## config.mk

```make
export PLATFORM = sky130hd
export DESIGN_NAME = ita_oup_writer
export DESIGN_NICKNAME = d
export VERILOG_FILES = /design/src/rtl/ita_oup_writer.sv
export SDC_FILE = /design/constraint.sdc
export NUM_CORES = 1
export LEC_CHECK = 0
export BUFFER_PORTS_ARGS = -buffer_cell sky130_fd_sc_hd__buf_2
export CORE_AREA = 2 2 245 247
export DETAILED_ROUTE_END_ITERATION = 10
export DIE_AREA = 0 0 247 249
export PLACE_DENSITY = 0.63
export SYNTH_ARGS = -nofsm -noshare
export SYNTH_HDL_FRONTEND = slang
export SYNTH_SLANG_ARGS = --single-unit
```

## constraint.sdc

```tcl
create_clock -name clk_i -period 10.95 [get_ports clk_i]
set_clock_uncertainty 0.15 [all_clocks]
set_input_delay 2.19 -clock clk_i [delete_from_list [all_inputs] [get_ports clk_i]]
set_output_delay 2.19 -clock clk_i [all_outputs]
set_load 0.02 [all_outputs]
```

## src/rtl/ita_oup_writer.sv

```systemverilog
// Output writer: sink of the accelerator output stream.
// Accepts N-element beats over valid/ready, tags each with a tiled byte address
// and writes it to memory through a req/gnt port, buffering up to two beats.
//
// Ports:
//   clk_i, rst_ni            clock, asynchronous active-low reset
//   start_i                  job start pulse (Idle only), latches the config below
//   base_addr_i              byte address of element (0,0)
//   row_stride_i             byte distance between output rows
//   rows_i, tiles_i          rows per tile, number of column tiles
//   valid_i, ready_o, oup_i  input beat handshake and data
//   mem_req_o, mem_gnt_i     memory write request / grant
//   mem_we_o, mem_addr_o     write enable, byte address
//   mem_wdata_o, mem_be_o    write data, byte enables
//   busy_o                   job in progress (Busy or Drain)
//   done_o                   one-cycle job completion pulse
module ita_oup_writer #(
  parameter int unsigned N      = 16,
  parameter int unsigned WI     = 8,
  parameter int unsigned ADDR_W = 32,
  parameter int unsigned CNT_W  = 16
) (
  input  logic                  clk_i,
  input  logic                  rst_ni,
  input  logic                  start_i,
  input  logic [ADDR_W-1:0]     base_addr_i,
  input  logic [ADDR_W-1:0]     row_stride_i,
  input  logic [CNT_W-1:0]      rows_i,
  input  logic [CNT_W-1:0]      tiles_i,
  input  logic                  valid_i,
  output logic                  ready_o,
  input  logic [N*WI-1:0]       oup_i,
  output logic                  mem_req_o,
  input  logic                  mem_gnt_i,
  output logic                  mem_we_o,
  output logic [ADDR_W-1:0]     mem_addr_o,
  output logic [N*WI-1:0]       mem_wdata_o,
  output logic [N*WI/8-1:0]     mem_be_o,
  output logic                  busy_o,
  output logic                  done_o
);

  localparam int unsigned DataW = N * WI;
  localparam int unsigned BeW   = DataW / 8;
  localparam logic [ADDR_W-1:0] BeatBytes = ADDR_W'(BeW);

  typedef enum logic [1:0] {StIdle, StBusy, StDrain, StDone} state_e;

  state_e state_q, state_d;

  // Latched job configuration
  logic [CNT_W-1:0]  rows_q, tiles_q;
  logic [ADDR_W-1:0] base_q, stride_q;

  // Position of the next beat to accept
  logic [CNT_W-1:0]  row_q, tile_q;
  logic [ADDR_W-1:0] row_addr_q;  // base + row*stride
  logic [ADDR_W-1:0] tile_off_q;  // tile*BeatBytes

  // 2-entry FIFO of {addr, data}
  logic [ADDR_W-1:0] fifo_addr_q [2];
  logic [DataW-1:0]  fifo_data_q [2];
  logic              wr_ptr_q, rd_ptr_q;
  logic [1:0]        cnt_q, cnt_d;

  logic push, pop, last_row, last_beat, start_ok;

  assign ready_o   = (state_q == StBusy) && (cnt_q != 2'd2);
  assign push      = valid_i && ready_o;
  assign mem_req_o = (cnt_q != 2'd0);
  assign pop       = mem_req_o && mem_gnt_i;

  assign last_row  = (row_q == rows_q - CNT_W'(1));
  assign last_beat = last_row && (tile_q == tiles_q - CNT_W'(1));
  assign start_ok  = (rows_i != '0) && (tiles_i != '0);

  always_comb begin
    cnt_d = cnt_q;
    if (push && !pop) begin
      cnt_d = cnt_q + 2'd1;
    end else if (pop && !push) begin
      cnt_d = cnt_q - 2'd1;
    end
  end

  always_comb begin
    state_d = state_q;
    unique case (state_q)
      StIdle: begin
        if (start_i) begin
          state_d = start_ok ? StBusy : StDone;
        end
      end
      StBusy: begin
        if (push && last_beat) begin
          state_d = StDrain;
        end
      end
      // Leave as soon as the final grant empties the buffer, so done_o
      // follows the last write by a single cycle.
      StDrain: begin
        if (cnt_d == 2'd0) begin
          state_d = StDone;
        end
      end
      StDone:  state_d = StIdle;
      default: state_d = StIdle;
    endcase
  end

  always_ff @(posedge clk_i or negedge rst_ni) begin
    if (!rst_ni) begin
      state_q    <= StIdle;
      rows_q     <= '0;
      tiles_q    <= '0;
      base_q     <= '0;
      stride_q   <= '0;
      row_q      <= '0;
      tile_q     <= '0;
      row_addr_q <= '0;
      tile_off_q <= '0;
    end else begin
      state_q <= state_d;
      if (state_q == StIdle && start_i) begin
        rows_q     <= rows_i;
        tiles_q    <= tiles_i;
        base_q     <= base_addr_i;
        stride_q   <= row_stride_i;
        row_q      <= '0;
        tile_q     <= '0;
        row_addr_q <= base_addr_i;
        tile_off_q <= '0;
      end else if (push) begin
        if (last_row) begin
          row_q      <= '0;
          tile_q     <= tile_q + CNT_W'(1);
          row_addr_q <= base_q;
          tile_off_q <= tile_off_q + BeatBytes;
        end else begin
          row_q      <= row_q + CNT_W'(1);
          row_addr_q <= row_addr_q + stride_q;
        end
      end
    end
  end

  always_ff @(posedge clk_i or negedge rst_ni) begin
    if (!rst_ni) begin
      for (int i = 0; i < 2; i++) begin
        fifo_addr_q[i] <= '0;
        fifo_data_q[i] <= '0;
      end
      wr_ptr_q <= 1'b0;
      rd_ptr_q <= 1'b0;
      cnt_q    <= 2'd0;
    end else begin
      if (push) begin
        fifo_addr_q[wr_ptr_q] <= row_addr_q + tile_off_q;
        fifo_data_q[wr_ptr_q] <= oup_i;
        wr_ptr_q              <= ~wr_ptr_q;
      end
      if (pop) begin
        rd_ptr_q <= ~rd_ptr_q;
      end
      cnt_q <= cnt_d;
    end
  end

  assign mem_we_o    = mem_req_o;
  assign mem_addr_o  = fifo_addr_q[rd_ptr_q];
  assign mem_wdata_o = fifo_data_q[rd_ptr_q];
  assign mem_be_o    = {BeW{mem_req_o}};
  assign busy_o      = (state_q == StBusy) || (state_q == StDrain);
  assign done_o      = (state_q == StDone);

endmodule

```

==> results_dict.tcl, run 1 <==
set metrics [dict create \
    netlist_instances 2707 \
    max_freq_mhz 171 \
    netlist.top_cell.by_area "sky130_fd_sc_hd__dfrtp_1" \
    number_of_nets_with_antenna_violations_after_routing 0 \
    worst_slew_margin_rel 0.193 \
    critPathRequiredTime_ns 8.61 \
    drt-wirelength-per-cell_um 18.7 \
    unrepaired_setup_endpoints_after_global_routing "no" \
    leakagePower_nw 15.2 \
    min_period_ns 5.83 \
    yosysMostFrequentCell "sky130_fd_sc_hd__nand2_1" \
    gr-max-usage-layer "met2" \
    synth_seq_area_share 0.490 \
    port-buffer-count 409 \
    core_region_area_um2 58700 \
    synth_seq_cells 514 \
    cap_viol_max_count 0 \
    final_max_slew_viol_count 0 \
    layoutNonFillerInstCount 3861 \
    grt_pass1_vias 21043 \
    max_slew.worst_pin.slew_ns 1.21 \
    layout-drive-gt1-share 0.274 \
    vdd_drop_max_mv 0.190 \
    detailed_placement_wirelength_estimate_um 50100 \
    top_level_ports 410 \
    maximum_number_of_pins_on_one_net_before_global_route_repair 164 \
    worst_r2r_dst "tile_off_q[31]$_DFFE_PN0P_" \
    ys_top_cells_by_area "sky130_fd_sc_hd__dfrtp_1 (49%), sky130_fd_sc_hd__mux2_2 (13%), sky130_fd_sc_hd__nand2_1 (11%)" \
    number_of_antenna_violations_at_the_first_check_in_global_routing 6 \
    use_met1 0.319 \
    finalWirelength_um 72100 \
    endpoint_kind "primary output" \
    synthesized_area_per_cell_um2 9.70 \
    setup-violations-final 0 \
    drt-vias-per-instance 5.41 \
    worstHoldPathCells 2 \
    drc 0 \
    drt_first_pass_iters 5 \
    cts_made_buffers 56 \
    synth.net_count 3007 \
    floorplan.initialDensity 0.447 \
    grt_overflow_total 0 \
    cts_max_path_buffers 3 \
    number_of_enable_flip_flop_cells_after_synthesis 0 \
    core_rows 89 \
    post_cts.resized_instances 0 \
    final_net_count 3336 \
    regToRegSetupSlack_ns 6.28 \
    worst-path-max-fanout 84 \
    clock_tree_from_tritoncts "done" \
    synth_warn 0 \
    synth.top_cells.by_count "sky130_fd_sc_hd__nand2_1 (777), sky130_fd_sc_hd__dfrtp_1 (514), sky130_fd_sc_hd__mux2_2 (295)" \
    gr-usage-all-layers 0.231 \
    worstSetupPathType "flip-flop to primary output" \
    critical_path.slowest_cell "sky130_fd_sc_hd__dfrtp_4" \
    syn-cell-area_um2 26300 \
    totalNegativeSetupSlack_ns 0 \
    synthFlopType "sky130_fd_sc_hd__dfrtp_1" \
    synth_top_area_frac 0.490 \
    place_inst 3751 \
    timing.hold.worst_endpoint "fifo_data_q[151]$_DFFE_PN0P_" \
    async_reset_ff_frac 1.00 \
    worst_setup_path_start_kind "flip-flop" \
    fill_cells 5335 \
    via_count 20899 \
    min_from "fifo_data_q[151]$_DFFE_PN0P_" \
    grt_pass1_wl_um 114000 \
    finalHoldViolations 0 \
    ctsHtreeMaxLevel 2 \
    cts_setup_buffers 0 \
    detail_route.iter0.violations 1305 \
    post-route-period-util 0.533 \
    root_buffer "sky130_fd_sc_hd__clkbuf_16" \
    timing.critical_path.cells "buf_4, mux2_2, buf_2" \
    area_growth_syn_to_layout_pct 17.0 \
    hp-class "flip-flop to flip-flop" \
    critical_path.reg2reg.startpoint "rows_q[5]$_DFFE_PN0P_" \
    cp_slowest_stage_delay_ns 1.14 \
    clock_insertion_delay_worst_skew_ns 0.61 \
    synthDistinctLibCells 77 \
    die_height_um 249 \
    cp_data_arrival_time_ns 3.49 \
    hold_buffers 0 \
    globalRouteMet3Util 0.0386 \
    timing.reg2reg.worst_path_depth 10 \
    run_status "complete, no violations" \
    clkSlewWorstSetupHoldPaths_ns 0.06 \
    clkSinkCount 514 \
    place.gp.congestion 0.902 \
    grt.met2_usage 0.374 \
    dieWidth_um 247 \
    die-area_um2 61500 \
    power-per-cell-area_nw_per_um2 257 \
]
==> per-layer routing <==
layer  part of all wire  wire [µm]  vias to the layer above
met5            0.00015         11                        -
met4              0.025       1780                        2
met3              0.058       4210                      105
met2               0.46      33500                      617
met1               0.45      32600                    10279
li1                   -          -                     9896
==> metrics by stage <==
stage	hold WS (ns)	area, µm²	setup slack (ns)	total power, W	utilization
2_1_floorplan	0.288	26300	6.85	0.00499	-
3_3_place_gp	0.302	28800	5.58	0.00589	0.491
3_5_place_dp	0.308	28800	5.60	0.00597	0.491
4_1_cts	0.323	30700	5.05	0.00796	0.523
5_1_grt	0.340	30700	4.98	0.00837	0.524
6_report	0.319	30700	5.12	0.00789	0.524
==> area by class of cell <==
class | count | area, µm² | share of cell area
tap | 773 | 967 | 0.0315
inverter | 44 | 165 | 0.00538
multi-input combinational | 1993 | 12600 | 0.410
clock inverter | 23 | 305 | 0.00994
clock buffer | 81 | 1610 | 0.0522
antenna | 6 | 15.0 | 0.000489
timing repair buffer | 427 | 2200 | 0.0717
sequential | 514 | 12900 | 0.419
==> where the power goes <==
group	internal (W)	switching, W
Combinational	0.00128	0.00178
Sequential	0.00249	0.000385
Clock	0.00116	0.000795
==> worst max-delay path by stage <==
stage,start,endpoint,slack (ns),depth (start not counted)
after CTS,rd_ptr_q$_DFFE_PN0P_,mem_wdata_o[93],5.05,3
after floorplan,valid_i,fifo_data_q[100]$_DFFE_PN0P_,6.85,7
after global routing,rd_ptr_q$_DFFE_PN0P_,mem_wdata_o[105],4.98,3
after detailed placement,valid_i,fifo_data_q[89]$_DFFE_PN0P_,5.60,6
after global placement,valid_i,fifo_data_q[45]$_DFFE_PN0P_,5.58,6
final,rd_ptr_q$_DFFE_PN0P_,mem_wdata_o[120],5.12,3
==> flip-flops by register name (all words and copies together) (netlist names), 2 cells and up <==
register and cells:
row_addr_q 32, fifo_data_q 256, state_q 2, tile_off_q 28, tiles_q 16, rows_q 16, cnt_q 2, row_q 16
base_q 32, tile_q 16, stride_q 32, fifo_addr_q 64
==> cells in the final DEF, fill, tap and decap left out, drive strengths merged, types with 6 or more instances in the layout <==
cell / netlist / routed
xor2: 42 / 42
xnor2: 78 / 78
nor2b: 14 / 14
o21a: 13 / 13
a31oi: 8 / 8
nand2b: 12 / 12
nor3: 42 / 42
buf: 28 / 427
nor3b: 8 / 8
or4b: 6 / 6
o21ai: 158 / 158
or3: 13 / 13
o221ai: 6 / 6
nor2: 110 / 110
a21oi: 54 / 54
and2: 9 / 9
nor4: 22 / 22
a211oi: 21 / 21
nand4: 24 / 24
ha: 70 / 70
mux2i: 10 / 10
inv: 44 / 47
mux2: 295 / 295
a22oi: 11 / 11
or4: 8 / 8
diode: 0 / 6
clkbuf: 128 / 81
bufinv: 0 / 6
nand3: 39 / 39
nand2: 777 / 777
and3: 22 / 22
a21o: 28 / 28
dfrtp: 514 / 514
o211ai: 14 / 14
o31ai: 15 / 15
clkinv: 0 / 13
==> worst max-delay path, delay by kind of cell, from the launching register on <==
| kind | cells | cell delay [ns] |
|---|---|---|
| flops | 1 | 1.14 |
| buf+inv | 2 | 1.15 |
| mux | 1 | 0.42 |
==> kinds of logic after synthesis <==
kind of cell             synth area share
flip-flops                          0.490
multiplexers                        0.130
adder cells (fa/ha/maj)            0.0341
AND/OR/NAND/NOR                     0.184
buffers and inverters              0.0319
AO/OA/AOI/OAI                      0.0900
XOR/XNOR                           0.0400
(Power assumes the default switching activity.)
==> run 2, diff against run 1 <==
PLACE_DENSITY = 0.66   (was 0.63)
clock period = 5.2 ns   (was 10.95 ns; I/O delays follow)
==> run 2 against run 1 <==
  * Register-to-register slack got worse by 5.5 ns
  * Die area did not move
  * Setup slack got worse by 4.4 ns
  * Clock-buffer cell count fell by 3
  * First-iteration DRC count fell by 4.7%
  * Clock power rose by 110%
  * Core utilization rose by 0.34 points
  * Hold slack got worse by 0.0033 ns
  * Total power rose by 110%
  * Routed wire length rose by 1.6%
  * Largest power group unchanged
==> results_dict.tcl, run 2 (synthesis gave the netlist of run 1 again) <==
set metrics [dict create \
    layout.area.seq_um2 12900 \
    place.gp.congestion 0.889 \
    cts_setup_buffers 0 \
    power-per-cell-area_nw_per_um2 542 \
    sw_frac_of_total 0.376 \
    largest_registers "fifo_data_q (256), fifo_addr_q (64)" \
    grt_pass1_wl_um 115000 \
    drt-vias-per-instance 5.40 \
    post_cts.resized_instances 0 \
    detailed_placement_wirelength_estimate_um 52200 \
    post-layout-total-power_w 0.0168 \
    via_count 20930 \
    cp_data_arrival_time_ns 4.77 \
    final_max_slew_viol_count 0 \
    power.sequential.fraction 0.356 \
    cts_made_buffers 55 \
    area_growth_syn_to_layout_pct 17.8 \
    register_containing_the_most_flip_flops_in_the_final_layout "fifo_data_q" \
    root_buffer "sky130_fd_sc_hd__clkbuf_16" \
    leakagePower_nw 15.3 \
    cap_viol_max_count 0 \
    post-route-period-util 0.854 \
    worst_r2r_dst "row_q[12]$_DFFE_PN0P_" \
    clkSlewWorstSetupHoldPaths_ns 0.06 \
    ctsHtreeMaxLevel 2 \
    clkSinkCount 514 \
    largest_reg_flops 256 \
    intPower_w 0.0105 \
    die-area_um2 61500 \
    regToRegSetupSlack_ns 0.76 \
    power.combinational.fraction 0.395 \
    gr-usage-all-layers 0.234 \
    worst_setup_path_start_kind "flip-flop" \
    max_freq_mhz 225 \
    grt_pass1_vias 21099 \
    vdd_drop_max_mv 0.401 \
    final_net_count 3348 \
    endpoint_kind "flip-flop" \
    maximum_number_of_pins_on_one_net_before_global_route_repair 118 \
    mostFrequentLayoutCell "sky130_fd_sc_hd__nand2_1" \
    critical_path.reg2reg.startpoint "rows_q[5]$_DFFE_PN0P_" \
    critPathRequiredTime_ns 5.53 \
    finalWirelength_um 73200 \
    clock_tree_from_tritoncts "done" \
    drt_first_pass_iters 5 \
    top_level_ports 410 \
    fill_cells 5322 \
    min_from "fifo_data_q[185]$_DFFE_PN0P_" \
    number_of_antenna_violations_at_the_first_check_in_global_routing 7 \
    area_occupied_by_multi_input_gates_um2 12600 \
    worstSetupPathType "flip-flop to flip-flop" \
    total_switching_power_w 0.00630 \
    floorplan.initialDensity 0.447 \
    worst-path-max-fanout 17 \
    totalNegativeSetupSlack_ns 0 \
    hp-class "flip-flop to flip-flop" \
    core_rows 89 \
    timing.reg2reg.worst_path_depth 9 \
    cp_slowest_stage_delay_ns 0.62 \
    detail_route.iter0.violations 1244 \
    drt-wirelength-per-cell_um 18.9 \
    max_slew.worst_pin.slew_ns 1.11 \
    worst_slew_margin_rel 0.259 \
    number_of_nets_with_antenna_violations_after_routing 0 \
    die_height_um 249 \
    unrepaired_setup_endpoints_after_global_routing "no" \
    dieWidth_um 247 \
    power.clock.fraction 0.249 \
    drc 0 \
    clock_insertion_delay_worst_skew_ns 0.61 \
    run_status "complete, no violations" \
    hold_buffers 0 \
    cts_max_path_buffers 3 \
    worstHoldPathCells 2 \
    core_region_area_um2 58700 \
    port-buffer-count 409 \
    timing.hold.worst_endpoint "fifo_data_q[185]$_DFFE_PN0P_" \
    finalHoldViolations 0 \
    critical_path.slowest_cell "sky130_fd_sc_hd__or3b_2" \
    post-route-worst-setup-slack_ns 0.759 \
    setup-violations-final 0 \
    grt_overflow_total 0 \
    layout-drive-gt1-share 0.279 \
    min_period_ns 4.44 \
    final_core_density 0.527 \
    preCtsSetupSlack_ns 0.768 \
    timing.critical_path.cells "or4_4, or3_1, or4_1, a221o_1, a2111oi_2, or3b_2, nand3_1, o21ai_0, a21o_1" \
    mostFrequentLayoutCells "sky130_fd_sc_hd__nand2_1 (775), sky130_fd_sc_hd__dfrtp_1 (513), sky130_fd_sc_hd__buf_2 (408), sky130_fd_sc_hd__mux2_2 (295), sky130_fd_sc_hd__o21ai_0 (152)" \
]
## run 2: changes by cell type in the layout (fill, tap and decap cells not counted), sizes merged
cell and change:
bufinv +1, clkbuf -3, clkinvlp +2, inv -1, diode +3, buf +13
## run 2: metal layers
metal | wire [µm] | vias to the layer above | GRT usage
met5 | 0 | - | 0
met4 | 1860 | 0 | 0.0644
met3 | 4370 | 108 | 0.0361
met2 | 34800 | 578 | 0.388
met1 | 32200 | 10316 | 0.317
li1 | - | 9928 | -
## run 2: area by class of cell
type                    instances  area share
flip-flops and latches        514       0.416
diodes                          9    0.000728
well taps                     773      0.0313
multi-input cells            1993       0.407
clock buffers                  78      0.0525
clock inverters                25      0.0106
repair buffers                440      0.0761
inverters                      44     0.00534
## run 2: through the flow
stage	hold WS, ns	instance area [µm²]	std cells
2_1_floorplan	0.288	26300	2707
3_3_place_gp	0.302	28900	3764
3_5_place_dp	0.308	28900	3764
4_1_cts	0.323	30900	3867
5_1_grt	0.338	30900	3874
6_report	0.315	30900	3876
## run 2: power groups by stage
stage	sequential (W)	clock (W)	combinational, W
finish	0.00598	0.00418	0.00662
global route	0.00614	0.00445	0.00719
CTS	0.00598	0.00428	0.00670
detailed placement	0.00604	0	0.00666
global placement	0.00594	0	0.00652
floorplan	0.00572	0	0.00479
## run 2: worst max-delay path, delay by kind of cell, from the launching register on
| family | cells | cell delay, ns |
|---|---|---|
| DFF | 1 | 0.44 |
| and+or+nand+nor | 5 | 2.65 |
| AOI/OAI and AO/OA | 4 | 1.07 |
## run 2: worst max path at each step
stage / from / end / cells past startpoint
after global routing: rows_q[5]$_DFFE_PN0P_ / row_q[2]$_DFFE_PN0P_ / 9
after global placement: rows_q[5]$_DFFE_PN0P_ / row_q[2]$_DFFE_PN0P_ / 9
after detailed placement: rows_q[5]$_DFFE_PN0P_ / row_q[2]$_DFFE_PN0P_ / 9
final: rows_q[5]$_DFFE_PN0P_ / row_q[12]$_DFFE_PN0P_ / 9
after floorplan: rows_q[5]$_DFFE_PN0P_ / tile_off_q[17]$_DFFE_PN0P_ / 12
after CTS: rows_q[5]$_DFFE_PN0P_ / row_q[12]$_DFFE_PN0P_ / 9
